`config.mk`:
```
export PLATFORM = sky130hd
export DESIGN_NAME = udiv_seq
export DESIGN_NICKNAME = d
export VERILOG_FILES = /design/src/rtl/udiv_seq.sv
export SDC_FILE = /design/constraint.sdc
export NUM_CORES = 1
export LEC_CHECK = 0
export CORE_UTILIZATION = 55
export CTS_BUF_LIST = sky130_fd_sc_hd__clkbuf_16
export DETAILED_ROUTE_END_ITERATION = 6
export DONT_BUFFER_PORTS = 1
export PLACE_DENSITY_LB_ADDON = 0.05
export SYNTH_ARGS = -nofsm -noshare
export SYNTH_HDL_FRONTEND = slang
export SYNTH_SLANG_ARGS = --single-unit
```
`constraint.sdc`:
```
create_clock -name clk -period 4.6 [get_ports clk]
set_clock_uncertainty 0.2 [all_clocks]
set_input_delay 0.46 -clock clk [delete_from_list [all_inputs] [get_ports clk]]
set_output_delay 0.46 -clock clk [all_outputs]
set_load 0.01 [all_outputs]
```
`src/rtl/udiv_seq.sv`:
```
// W-cycle restoring unsigned divider. Loads on go, produces one quotient bit
// per cycle; a zero divisor naturally yields an all-ones quotient.
module udiv_seq #(
    parameter int unsigned W = 4
) (
    input  logic         clk,
    input  logic         rst,
    input  logic         go,
    input  logic [W-1:0] dividend,
    input  logic [W-1:0] divisor,
    output logic [W-1:0] quot,
    output logic         rdy
);

    localparam int unsigned CntW = $clog2(W + 1);
    localparam logic [CntW-1:0] Steps = CntW'(W);
    localparam logic [CntW-1:0] CntOne = CntW'(1);

    logic [W-1:0]    rem_q;
    logic [W-1:0]    quo_q;
    logic [W-1:0]    dvs_q;
    logic [CntW-1:0] cnt_q;
    logic            rdy_q;
    logic [W:0]      partial;
    logic [W:0]      diff;
    logic            fits;

    // quo_q doubles as the dividend shift register; quotient bits enter at the LSB.
    assign partial = {rem_q, quo_q[W-1]};
    assign diff    = partial - {1'b0, dvs_q};
    assign fits    = partial >= {1'b0, dvs_q};
    assign quot    = quo_q;
    assign rdy     = rdy_q;

    always_ff @(posedge clk) begin
        if (rst) begin
            rem_q <= '0;
            quo_q <= '0;
            dvs_q <= '0;
            cnt_q <= '0;
            rdy_q <= 1'b0;
        end else if (go) begin
            rem_q <= '0;
            quo_q <= dividend;
            dvs_q <= divisor;
            cnt_q <= Steps;
            rdy_q <= 1'b0;
        end else if (cnt_q != '0) begin
            rem_q <= fits ? diff[W-1:0] : partial[W-1:0];
            quo_q <= {quo_q[W-2:0], fits};
            cnt_q <= cnt_q - CntOne;
            if (cnt_q == CntOne) begin
                rdy_q <= 1'b1;
            end
        end
    end

endmodule

```
==> key figures <==
Die
  • Die ar.: 1760 sq um
  • Core Rows: 14
  • Ports: 16
  • Starting Density: 0.588
  • Core area: between 1000 and 1500 sq um
  • Die width: 41.9 microns
  • Chip height: ~42 microns

Power
  • Peak supply drop: 0.000245 V
  • Pwr/cell area: 430 nW/um^2
  • Lkg Pwr: around 0.37 nW

Setup path
  • Startpoint type of the worst setup path: flip-flop
  • Worst-path fanout max: 7
  • Crit-path slowest cell: ha_1
  • Critical path class: flip-flop to flip-flop
  • Critical Path Sink Type: flip-flop
  • Crit-path max cell delay: ~0.36 ns
  • Bufs and invs on worst path: 0
  • Crit path required time: between 4 and 5 ns
  • Crit path DAT: 1.83 ns
  • CP top delay family: compound AO/OA/AOI/OAI gates
  • Critical path, cell by cell: ha_1, or2_1, a211oi_2, a21oi_4, mux2i_1, a21oi_1

Drt
  • Drt first pass iters: 4
  • Post-route ant nets: 0
  • # DRC: 0
  • Iteration-0 DRC Markers: 19
  • Vias per std cell: 5.80
  • Post-Route WL: 1720 microns
  • Vias: ~680
  • DR WL/cell: 14.7 microns

Clocking
  • CTS tree: yes
  • Max H-tree Level: 1
  • Post-CTS sizing: 0
  • Hold Buf Count CTS: 0
  • Root buffer cell: clkbuf_16
  • Setup Fix Bufs, Post-CTS: 0
  • Clk slew on worst S/H paths: 0.05 ns
  • # clock sinks: 16
  • CTS Buffer Depth: 2
  • Num CTS Buffers: 3
  • Skew-Pair Late Insertion Delay: 0.24 ns

Synth
  • Synth Area per Inst: approximately 8.6 sq um
  • Post-synthesis sequential area ratio: 0.366
  • Synth area leader: dfxtp_1
  • Syn nets: about 120
  • Netlist cell types: 25
  • Synth Warn #: 0
  • Post-synth top area share: 0.366
  • Mapped cell area: 876 sq um
  • Syn Inst Count: between 100 and 150
  • Synth Register Bits: 16
  • Top cells by area, synth: dfxtp_1, ha_1, mux2i_1, a21oi_1, nor2_1

Global routing
  • Total Routing Usage GR: 0.216
  • Vias in the first global route: approximately 700
  • Largest net degree at the start of global routing: 17
  • Initial antenna violation count: 0
  • Grt total ovfl: 0
  • Global-route wire length before repair: a little under 3000 microns

Min path
  • Worst Hold Class: input port to flip-flop

STA
  • Highest clock rate: approximately 0.52 GHz
  • Fin. Hold Viols: 0
  • Rel. slew slack: 0.640
  • Max-slew violations: 0
  • Worst Tran Pin Value: 0.539 ns
  • # setup viols final: 0
  • Final Cycle Share: 0.418
  • RSZ-0062 raised after global routing: no
  • Final min period: between 1.5 and 2 ns
  • Setup TNS: 0 ns

Placed design
  • Final Wtd Congestion: just over 0.8
  • DP HPWL: 1220 microns
  • Cells after DPL: 113
  • Number of port buffers: 0

Layout
  • Non-filler cells, final: 117
  • Antenna Cells: 0
  • Fill cell count: 129
  • Final #Nets: between 100 and 150
  • Most frequent cells in the layout: dfxtp_1, nor2_1, a21oi_1
  • Layout cells sized above 1: 0.0693
  • Layout area overhead: 8.71%
  • Most common cell after layout, fill and taps aside: dfxtp_1

Job
  • Maxcap violations: 0

Status
  • Status: finished clean
[where the power goes]
part	leakage (nW)	switching [mW]	internal, mW	total, mW
registers	0.131	0.0102	0.150	0.160
clock network	0.0385	0.0523	0.115	0.168
logic	0.203	0.0476	0.0342	0.0818
total	0.373	0.110	0.299	0.409
[cells by family after synthesis]
family / share of synthesized area
and+or+nand+nor: 0.171
AOI/OAI and AO/OA: 0.177
DFF: 0.366
buffers and inverters: 0.0643
adders and majority gates: 0.123
muxes: 0.0686
xor gates and xnor gates: 0.0300
[stage by stage]
step,cell area (sq um),worst slack [ns],power (mW),util,hold WS [ns]
after floorplan,876,2.83,0.234,-,0.260
after detailed placement,873,2.70,0.243,0.587,0.283
after CTS,952,2.67,0.413,0.639,0.0743
after global routing,952,2.58,0.427,0.639,0.0797
after global placement,873,2.75,0.241,0.587,0.278
final,952,2.68,0.409,0.639,0.0793
[Yosys cell counts (all sizes together)]
cell	instances
o211ai	2
ha	7
nand2b	1
nor2	11
fa	1
dfxtp	16
xnor2	2
o22ai	1
buf	3
nand3	4
nand4b	2
o21ai	7
inv	9
nor3	2
a21oi	12
mux2i	6
a2111oi	1
nor2b	1
xor2	1
nor4	1
or2	1
nand2	8
clkbuf	2
a211oi	1
[routing by layer]
| layer | GRT usage | routed length (microns) | vias up |
|---|---|---|---|
| li1 | - | - | 348 |
| met1 | 0.269 | 843 | 311 |
| met2 | 0.375 | 808 | 18 |
| met3 | 0.0174 | 56 | 2 |
| met4 | 0.0968 | 9 | 0 |
| met5 | 0 | 0 | - |
[worst paths after layout]
kind             from        to  slack [ns]  cells after the start
min reg2reg  dvs_q[2]  dvs_q[2]        0.29                      2
max reg2reg  rem_q[1]  rem_q[3]        2.68                      6
max          rem_q[1]  rem_q[3]        2.68                      6
min                go  cnt_q[1]        0.08                      1
[sequential cells by signal, summed over array words and instances (netlist names)]
signal and cells:
cnt_q 3, rem_q 4, rdy 1, dvs_q 4, quot 4
[final cells by class]
cell class | count | area (sq um) | share of cell area
clock buffers | 3 | 75.1 | 0.0788
clock inverters | 1 | 3.75 | 0.00394
inverters | 9 | 33.8 | 0.0355
multi-input cells | 72 | 499 | 0.524
flip-flops and latches | 16 | 320 | 0.336
well taps | 16 | 20.0 | 0.0210
[worst register-to-register path, stage by stage (launching register included)]
cell      delay [ns]
dfxtp_1         0.33
ha_1            0.36
or2_1           0.24
a211oi_2        0.29
a21oi_4         0.10
mux2i_1         0.18
a21oi_1         0.08
(Power assumes the default switching activity.)
